### src/rtl/decode_pkg.sv
// Shared definitions for the decode queue: default depth, queue FSM states and
// the opcodes whose encodings carry no destination register.
package decode_pkg;

  localparam int DEFAULT_DEPTH = 4;

  typedef enum logic [1:0] {
    ST_EMPTY   = 2'd0,
    ST_PARTIAL = 2'd1,
    ST_FULL    = 2'd2,
    ST_FLUSH   = 2'd3
  } q_state_e;

  localparam logic [6:0] OP_STORE  = 7'b0100011;
  localparam logic [6:0] OP_BRANCH = 7'b1100011;

  // S-type and B-type encodings reuse instr[11:7] as immediate bits.
  function automatic logic writes_rd(input logic [6:0] opcode);
    return !((opcode == OP_STORE) || (opcode == OP_BRANCH));
  endfunction

endpackage

### src/rtl/instruction_decoder.sv
// Purely combinational field extraction for one 32-bit RISC-V instruction word.
module instruction_decoder
  import decode_pkg::*;
(
  input  logic [31:0] instr,
  output logic [6:0]  opcode,
  output logic [2:0]  func3,
  output logic [6:0]  func7,
  output logic [4:0]  rs1,
  output logic [4:0]  rs2,
  output logic [4:0]  rd
);

  assign opcode = instr[6:0];
  assign func3  = instr[14:12];
  assign rs1    = instr[19:15];
  assign rs2    = instr[24:20];
  assign func7  = instr[31:25];
  assign rd     = writes_rd(instr[6:0]) ? instr[11:7] : 5'd0;

endmodule

### src/rtl/decode_queue_ctrl.sv
// Instruction queue between fetch and dispatch with flush support; the head
// entry is decoded combinationally so dispatch sees fields with no extra latency.
module decode_queue_ctrl
  import decode_pkg::*;
#(
  parameter int DEPTH = DEFAULT_DEPTH
) (
  input  logic                       clk,
  input  logic                       rst_n,
  input  logic                       fetch_valid_i,
  input  logic [31:0]                fetch_instr_i,
  input  logic [31:0]                fetch_pc_i,
  output logic                       fetch_ready_o,
  input  logic                       flush_i,
  output logic                       disp_valid_o,
  input  logic                       disp_ready_i,
  output logic [31:0]                disp_pc_o,
  output logic [4:0]                 disp_rs1_o,
  output logic [4:0]                 disp_rs2_o,
  output logic [4:0]                 disp_rd_o,
  output logic [6:0]                 disp_opcode_o,
  output logic [2:0]                 disp_func3_o,
  output logic [6:0]                 disp_func7_o,
  output logic [$clog2(DEPTH):0]     count_o
);

  localparam int PW = $clog2(DEPTH);
  localparam int CW = PW + 1;
  localparam logic [CW-1:0] FULL_CNT = CW'(DEPTH);

  logic [31:0]   instr_q [DEPTH];
  logic [31:0]   pc_q    [DEPTH];
  logic [PW-1:0] wr_ptr;
  logic [PW-1:0] rd_ptr;
  logic [CW-1:0] count;
  logic [CW-1:0] count_nxt;
  q_state_e      state;
  q_state_e      state_nxt;
  logic          push;
  logic          pop;

  // Handshakes use only registered ready/valid, so no combinational path from
  // disp_ready_i to fetch_ready_o exists.
  assign push = fetch_valid_i & fetch_ready_o;
  assign pop  = disp_valid_o & disp_ready_i;

  always_comb begin
    count_nxt = count;
    unique case ({push, pop})
      2'b10:   count_nxt = count + CW'(1);
      2'b01:   count_nxt = count - CW'(1);
      default: count_nxt = count;
    endcase
  end

  always_comb begin
    state_nxt = ST_PARTIAL;
    if (state == ST_FLUSH) begin
      state_nxt = ST_EMPTY;
    end else if (count_nxt == '0) begin
      state_nxt = ST_EMPTY;
    end else if (count_nxt == FULL_CNT) begin
      state_nxt = ST_FULL;
    end
  end

  always_ff @(posedge clk or negedge rst_n) begin
    if (!rst_n) begin
      state         <= ST_EMPTY;
      wr_ptr        <= '0;
      rd_ptr        <= '0;
      count         <= '0;
      fetch_ready_o <= 1'b1;
      disp_valid_o  <= 1'b0;
    end else if (flush_i) begin
      state         <= ST_FLUSH;
      wr_ptr        <= '0;
      rd_ptr        <= '0;
      count         <= '0;
      fetch_ready_o <= 1'b0;
      disp_valid_o  <= 1'b0;
    end else begin
      state         <= state_nxt;
      count         <= count_nxt;
      if (push) wr_ptr <= wr_ptr + PW'(1);
      if (pop)  rd_ptr <= rd_ptr + PW'(1);
      fetch_ready_o <= (state_nxt == ST_EMPTY) || (state_nxt == ST_PARTIAL);
      disp_valid_o  <= (state_nxt == ST_PARTIAL) || (state_nxt == ST_FULL);
    end
  end

  // Entry storage carries no reset; validity is tracked by count and pointers.
  always_ff @(posedge clk) begin
    if (push && !flush_i) begin
      instr_q[wr_ptr] <= fetch_instr_i;
      pc_q[wr_ptr]    <= fetch_pc_i;
    end
  end

  assign count_o   = count;
  assign disp_pc_o = pc_q[rd_ptr];

  instruction_decoder u_decoder (
    .instr  (instr_q[rd_ptr]),
    .opcode (disp_opcode_o),
    .func3  (disp_func3_o),
    .func7  (disp_func7_o),
    .rs1    (disp_rs1_o),
    .rs2    (disp_rs2_o),
    .rd     (disp_rd_o)
  );

endmodule

### config.mk
export PLATFORM = sky130hd
export DESIGN_NAME = decode_queue_ctrl
export DESIGN_NICKNAME = d
export VERILOG_FILES = /design/src/rtl/decode_pkg.sv /design/src/rtl/instruction_decoder.sv /design/src/rtl/decode_queue_ctrl.sv
export SDC_FILE = /design/constraint.sdc
export NUM_CORES = 1
export LEC_CHECK = 0
export ABC_AREA = 1
export ABC_CLOCK_PERIOD_IN_PS = 4600
export CAP_MARGIN = 40
export CORE_MARGIN = 1
export CORE_UTILIZATION = 55
export DETAILED_ROUTE_END_ITERATION = 10
export PLACE_DENSITY_LB_ADDON = 0.05
export RECOVER_POWER = 50
export REMOVE_ABC_BUFFERS = 1
export SLEW_MARGIN = 15
export SYNTH_ARGS = -nofsm -noshare
export SYNTH_HDL_FRONTEND = slang
export SYNTH_HIERARCHICAL = 1
export SYNTH_SLANG_ARGS = --single-unit
export TNS_END_PERCENT = 10
### constraint.sdc
create_clock -name clk -period 4.6 [get_ports clk]
set_input_delay 1.38 -clock clk [delete_from_list [all_inputs] [get_ports clk]]
set_output_delay 1.38 -clock clk [all_outputs]
set_load 0.005 [all_outputs]
==> results.sh, run 1 <==
export IMPL_max_cap_violations=1
export IMPL_grt_setup_unrepaired="no"
export IMPL_via_per_inst=5.62
export IMPL_power_w=0.00590
export IMPL_fin_crit_ns=4.27
export IMPL_post_cts_resized=0
export IMPL_syn_inst=740
export IMPL_initial_utilization_pct=57.0
export IMPL_min_path_type="reg -> reg"
export IMPL_cts_made_buffers=27
export IMPL_synth_area_um2=10400
export IMPL_track_usage_pct=22.4
export IMPL_crit_fanout=55
export IMPL_finalCritPeriodShare_pct=92.9
export IMPL_grt_antenna_before_repair=4
export IMPL_hold_start="count_o[0]"
export IMPL_critPathArrivalTime_ns=2.89
export IMPL_area_growth_syn_to_layout_pct=21.4
export IMPL_routed_wl_um=21100
export IMPL_crit_slowest_cell="buf_4"
export IMPL_post_route_cells_drive_above_1_share_pct=6.65
export IMPL_drt_initial_drc_count=477
export IMPL_clock_sinks=267
export IMPL_cp_start_kind="flop"
export IMPL_worst_pin_slew_ns=1.67
export IMPL_cpPeakStageDelay_ns=0.52
export IMPL_htree_levels=1
export IMPL_slew_headroom_pct=-11.4
export IMPL_setup_reg_to_reg_worst_slack_ns=1.85
export IMPL_post_cts_setup_buffers=0
export IMPL_finalSetupTns_ns=0
export IMPL_hpwl_um=12100
export IMPL_core_rowCount=49
export IMPL_clockRootBuffer="clkbuf_16"
export IMPL_hold_violations=0
export IMPL_status="finished with violations"
export IMPL_required_ns=3.22
export IMPL_final_setup_worst_slack_ns=0.326
export IMPL_die_height_um=139
export IMPL_io_pin_count=138
export IMPL_clock_path_buffers=3
export IMPL_crit_chain="inv_4 > buf_4 > o21ai_0 > o22ai_1 > nand2_1 > inv_1 > clkdlybuf4s50_1"
export IMPL_ys_warnings_count=6
export IMPL_overflow=0
export IMPL_seq_area_frac_synth_pct=76.8
export IMPL_timing_critical_path_buf_inv=4
export IMPL_cellLeakagePower_nw=4.31
export IMPL_violations="capacitance limit, slew limit"
export IMPL_timing_hold_ws_ns=0.577
export IMPL_min_path_cells=3
export IMPL_fin_util_pct=69.2
export IMPL_preCtsSetupSlack_ns=0.840
export IMPL_drv_slew=25
export IMPL_grt_pass1_wl_um=33700
export IMPL_clk_pin_slew_ns=0.06
export IMPL_min_to="count_o[0]"
export IMPL_fmax_ghz=0.234
export IMPL_drc=0
export IMPL_gp_congestion=0.751
export IMPL_firstDrtPassIters=6
export IMPL_rr_worst_depth=3
export IMPL_core_um2=18200
export IMPL_port_buffers=137
export IMPL_die_area_um2=19400
export IMPL_reg2reg_from="fetch_ready_o"
export IMPL_cp_end_kind="primary output"
export IMPL_max_vdd_ir_drop_uv=353
export IMPL_critical_path_top_delay_family="buffers and inverters"
export IMPL_clock_skew_ns=0.0115
export IMPL_timing_rr_end="pc_q[2][22]"
export IMPL_grt_pass1_vias=6357
export IMPL_ant_nets=0
export IMPL_worstSetupPathType="reg -> out"
export IMPL_vias=6209
export IMPL_routedWlPerCell_um=19.1
export IMPL_cts_hold_buf=0
export IMPL_tritoncts="built"
export IMPL_ys_types=22
export IMPL_grt_start_max_net_pins=130
export IMPL_worst_skew_pair_late_latency_ns=0.51
export IMPL_setup_violations_final=0
export IMPL_fin_nets=929
export IMPL_die_w_um=139
export IMPL_ys_ff_latch=267
export IMPL_synth_area_per_cell_um2=14.0
export IMPL_pwr_density_cell_nw_per_um2=468
metrics by stage:
stage          cells  area, um2
2_1_floorplan    671       9910
3_3_place_gp    1052      11800
3_5_place_dp    1052      11800
4_1_cts         1101      12600
5_1_grt         1105      12600
6_report        1105      12600
where the power goes:
part           leakage [nW]  switching [W]  total (W)  internal (W)
combinational          1.45       0.000540    0.00100      0.000460
sequential             2.45      0.0000364    0.00282       0.00279
clock                 0.409       0.000836    0.00208       0.00124
total                  4.31        0.00141    0.00590       0.00449
sequential cells by signal (all words and copies together) (netlist names):
register       flops
disp_valid_o       1
state              2
pc_q             128
instr_q          128
fetch_ready_o      1
wr_ptr             2
count_o            3
rd_ptr             2
per-layer routing:
layer	part of all wire [%]	vias up	global-route usage, %
met5	0	-	0
met4	1.1	0	6.08
met3	5.0	23	4.03
met2	50	167	37.3
met1	44	3083	30.5
li1	-	2936	-
worst reg2reg max path: stages (launching register included):
cell and delay [ns]:
dfstp_2 0.54, nand3_1 0.35, nor2_4 0.20, clkbuf_1 1.22
cell usage in the layout, fill, tap and decap left out, types with 2 or more instances in the layout:
| cell type | n |
|---|---|
| a21oi_1 | 3 |
| buf_12 | 3 |
| buf_4 | 10 |
| bufinv_16 | 3 |
| clkbuf_1 | 10 |
| clkbuf_16 | 27 |
| clkdlybuf4s50_1 | 66 |
| clkinv_1 | 8 |
| clkinv_2 | 3 |
| dfrtp_1 | 8 |
| diode_2 | 4 |
| dlygate4sd3_1 | 71 |
| edfxtp_1 | 256 |
| ha_1 | 7 |
| inv_1 | 24 |
| nand2_1 | 26 |
| nand3_1 | 4 |
| nor2_1 | 134 |
| nor2_2 | 2 |
| nor2_4 | 4 |
| o21ai_0 | 86 |
| o21ai_1 | 45 |
| o22ai_1 | 64 |
area by class of cell:
cell class                 instances  area [um2]
multi-input combinational        378        1870
clock inverter                    14         135
timing repair buffer             152        1510
clock buffer                      35         706
tap                              229         287
fill                            1255        5620
sequential                       267        7970
inverter                          26         100
antenna                            4        10.0
how the worst max path moves through the flow:
stage	start	to	slack [ns]	depth (start not counted)
detailed placement	rd_ptr[0]	disp_rd_o[4]	0.84	7
global placement	rd_ptr[0]	disp_rd_o[4]	0.85	7
floorplan	rd_ptr[0]	disp_rd_o[0]	-0.52	7
finish	rd_ptr[0]	disp_rd_o[4]	0.33	7
global route	rd_ptr[0]	disp_rd_o[4]	0.15	7
CTS	rd_ptr[0]	disp_rd_o[4]	0.29	7
cell usage after synthesis (all sizes together):
cell / count / share of area (%)
a21oi: 3 / 0.14
buf: 50 / 3.8
clkbuf: 19 / 0.69
dfrtp: 10 / 2.4
dfstp: 1 / 0.25
edfxtp: 256 / 74
fa: 1 / 0.19
ha: 7 / 0.84
inv: 26 / 0.96
nand2: 26 / 0.94
nand3: 5 / 0.29
nand4: 1 / 0.060
nor2: 140 / 5.1
o21ai: 131 / 6.3
o22ai: 64 / 3.9
kinds of logic after synthesis:
| kind of cell | Yosys count | share of synthesized area, % |
|---|---|---|
| compound gates | 198 | 10.3 |
| fa+ha+maj | 8 | 1.04 |
| buf+inv | 95 | 5.46 |
| flops | 267 | 76.8 |
| simple gates | 172 | 6.40 |
No activity file was read; power rests on OpenSTA's default activity.
==> run 2, diff against run 1 <==
--- a/config.mk
+++ b/config.mk
@@ -8,10 +8,10 @@
 export ABC_AREA = 1
 export ABC_CLOCK_PERIOD_IN_PS = 4600
 export CAP_MARGIN = 40
-export CORE_MARGIN = 1
+export CORE_MARGIN = 2
 export CORE_UTILIZATION = 55
 export DETAILED_ROUTE_END_ITERATION = 10
-export PLACE_DENSITY_LB_ADDON = 0.05
+export PLACE_DENSITY = 0.87
 export RECOVER_POWER = 50
 export REMOVE_ABC_BUFFERS = 1
 export SLEW_MARGIN = 15
==> results.sh, run 2 (synthesis results as in run 1) <==
export IMPL_wl_met1_um=8750
export IMPL_htree_levels=1
export IMPL_max_cap_violations=1
export IMPL_crit_chain="inv_4 > buf_12 > o21ai_0 > o22ai_1 > clkdlybuf4s50_1"
export IMPL_status="finished with violations"
export IMPL_cpPeakStageDelay_ns=0.56
export IMPL_initial_utilization_pct=55.8
export IMPL_multi_input_area_um2=1870
export IMPL_die_height_um=141
export IMPL_clock_path_buffers=3
export IMPL_clk_pin_slew_ns=0.06
export IMPL_vias=6349
export IMPL_wl_met2_um=10800
export IMPL_post_route_cells_drive_above_1_share_pct=7.03
export IMPL_dpl_cell_area_um2=11800
export IMPL_fin_util_pct=68.0
export IMPL_grt_pass1_vias=6479
export IMPL_area_growth_syn_to_layout_pct=21.8
export IMPL_stdcell_count=1103
export IMPL_via_per_inst=5.76
export IMPL_clockRootBuffer="clkbuf_16"
export IMPL_drc=0
export IMPL_violations="capacitance limit, slew limit"
export IMPL_gp_congestion=0.788
export IMPL_max_vdd_ir_drop_uv=319
export IMPL_routed_wl_um=21600
export IMPL_finalSetupTns_ns=0
export IMPL_top_layer="met4"
export IMPL_track_usage_pct=21.6
export IMPL_ant_nets=0
export IMPL_critical_path_top_delay_family="buffers and inverters"
export IMPL_worst_skew_pair_late_latency_ns=0.51
export IMPL_timing_critical_path_buf_inv=3
export IMPL_min_path_type="reg -> reg"
export IMPL_drt_initial_drc_count=628
export IMPL_setup_violations_final=0
export IMPL_seqCellArea_um2=7970
export IMPL_required_ns=3.22
export IMPL_port_buffers=137
export IMPL_grt_start_max_net_pins=130
export IMPL_post_cts_setup_buffers=0
export IMPL_final_cell_mix="256 x edfxtp_1, 134 x nor2_1, 86 x o21ai_0, 72 x dlygate4sd3_1, 65 x clkdlybuf4s50_1"
export IMPL_cellLeakagePower_nw=4.33
export IMPL_worstSetupPathType="reg -> out"
export IMPL_cts_made_buffers=27
export IMPL_fin_area_um2=12600
export IMPL_cp_end_kind="primary output"
export IMPL_cp_start_kind="flop"
export IMPL_fill_cells=1252
export IMPL_grt_antenna_before_repair=1
export IMPL_preCtsSetupSlack_ns=0.854
export IMPL_hpwl_um=12600
export IMPL_final_setup_worst_slack_ns=0.392
export IMPL_die_area_um2=20000
export IMPL_worst_pin_slew_ns=1.91
export IMPL_critPathArrivalTime_ns=2.83
export IMPL_core_rowCount=50
export IMPL_cts_hold_buf=0
export IMPL_setup_reg_to_reg_worst_slack_ns=1.68
export IMPL_clock_sinks=267
export IMPL_io_pin_count=138
export IMPL_met3_length_um=1660
export IMPL_overflow=0
export IMPL_grt_pass1_wl_um=33600
export IMPL_fin_nets=926
export IMPL_slew_headroom_pct=-27.4
export IMPL_crit_slowest_cell="clkdlybuf4s50_1"
export IMPL_fmax_ghz=0.238
export IMPL_die_w_um=141
export IMPL_post_cts_resized=0
export IMPL_tritoncts="built"
export IMPL_grt_setup_unrepaired="no"
export IMPL_routedWlPerCell_um=19.6
export IMPL_dp_cells=1054
export IMPL_layout_commonest_cell="edfxtp_1"
export IMPL_drv_slew=65
export IMPL_pwr_density_cell_nw_per_um2=473
export IMPL_fin_crit_ns=4.21
export IMPL_finalCritPeriodShare_pct=91.5
export IMPL_crit_fanout=71
export IMPL_firstDrtPassIters=7
export IMPL_hold_violations=0
export IMPL_core_um2=18600
export IMPL_clock_skew_ns=0.00696
-- run 2: cell count changes in the layout (fill, tap and decap cells not counted) --
cell,previous run,this run
clkinv_4,0,1
dlygate4sd3_1,71,72
buf_4,10,4
clkbuf_2,0,1
clkinv_1,8,7
clkdlybuf4s50_1,66,65
buf_12,3,6
bufinv_16,3,4
clkbuf_1,10,4
clkinv_2,3,6
diode_2,4,1
-- run 2: power breakdown --
| part | total (W) | internal [W] | leakage [nW] | switching (W) |
|---|---|---|---|---|
| Clock | 0.00214 | 0.00129 | 0.431 | 0.000853 |
| Combinational | 0.00101 | 0.000460 | 1.45 | 0.000551 |
| Sequential | 0.00283 | 0.00279 | 2.45 | 0.0000390 |
-- run 2: stage by stage --
step                power, W  hold slack (ns)
detailed placement   0.00390            0.554
global route         0.00621            0.601
global placement     0.00386            0.562
floorplan            0.00332            0.516
finish               0.00598            0.559
CTS                  0.00603            0.559
-- run 2: path summary, 6_finish.rpt --
check / startpoint / endpoint / cells past startpoint
max in group asynchronous: rst_n / rd_ptr[0] / 1
setup reg to reg: fetch_ready_o / instr_q[2][15] / 3
hold / removal: wr_ptr[0] / wr_ptr[0] / 1
hold reg to reg: wr_ptr[0] / wr_ptr[0] / 1
setup / recovery: rd_ptr[0] / disp_rs1_o[0] / 5
min in group asynchronous: rst_n / disp_valid_o / 1
-- run 2: cell type report --
class / count / area share [%]
sequential: 267 / 63.0
multi-input combinational: 378 / 14.8
timing repair buffer: 149 / 12.1
clock buffer: 30 / 5.43
tap: 234 / 2.32
clock inverter: 18 / 1.47
inverter: 26 / 0.792
antenna: 1 / 0.0198
-- run 2: routing by layer --
| metal | global-route usage [%] | vias up |
|---|---|---|
| met5 | 0 | - |
| li1 | - | 2904 |
| met3 | 4.05 | 27 |
| met1 | 29.5 | 3139 |
| met4 | 6.26 | 0 |
| met2 | 35.9 | 279 |
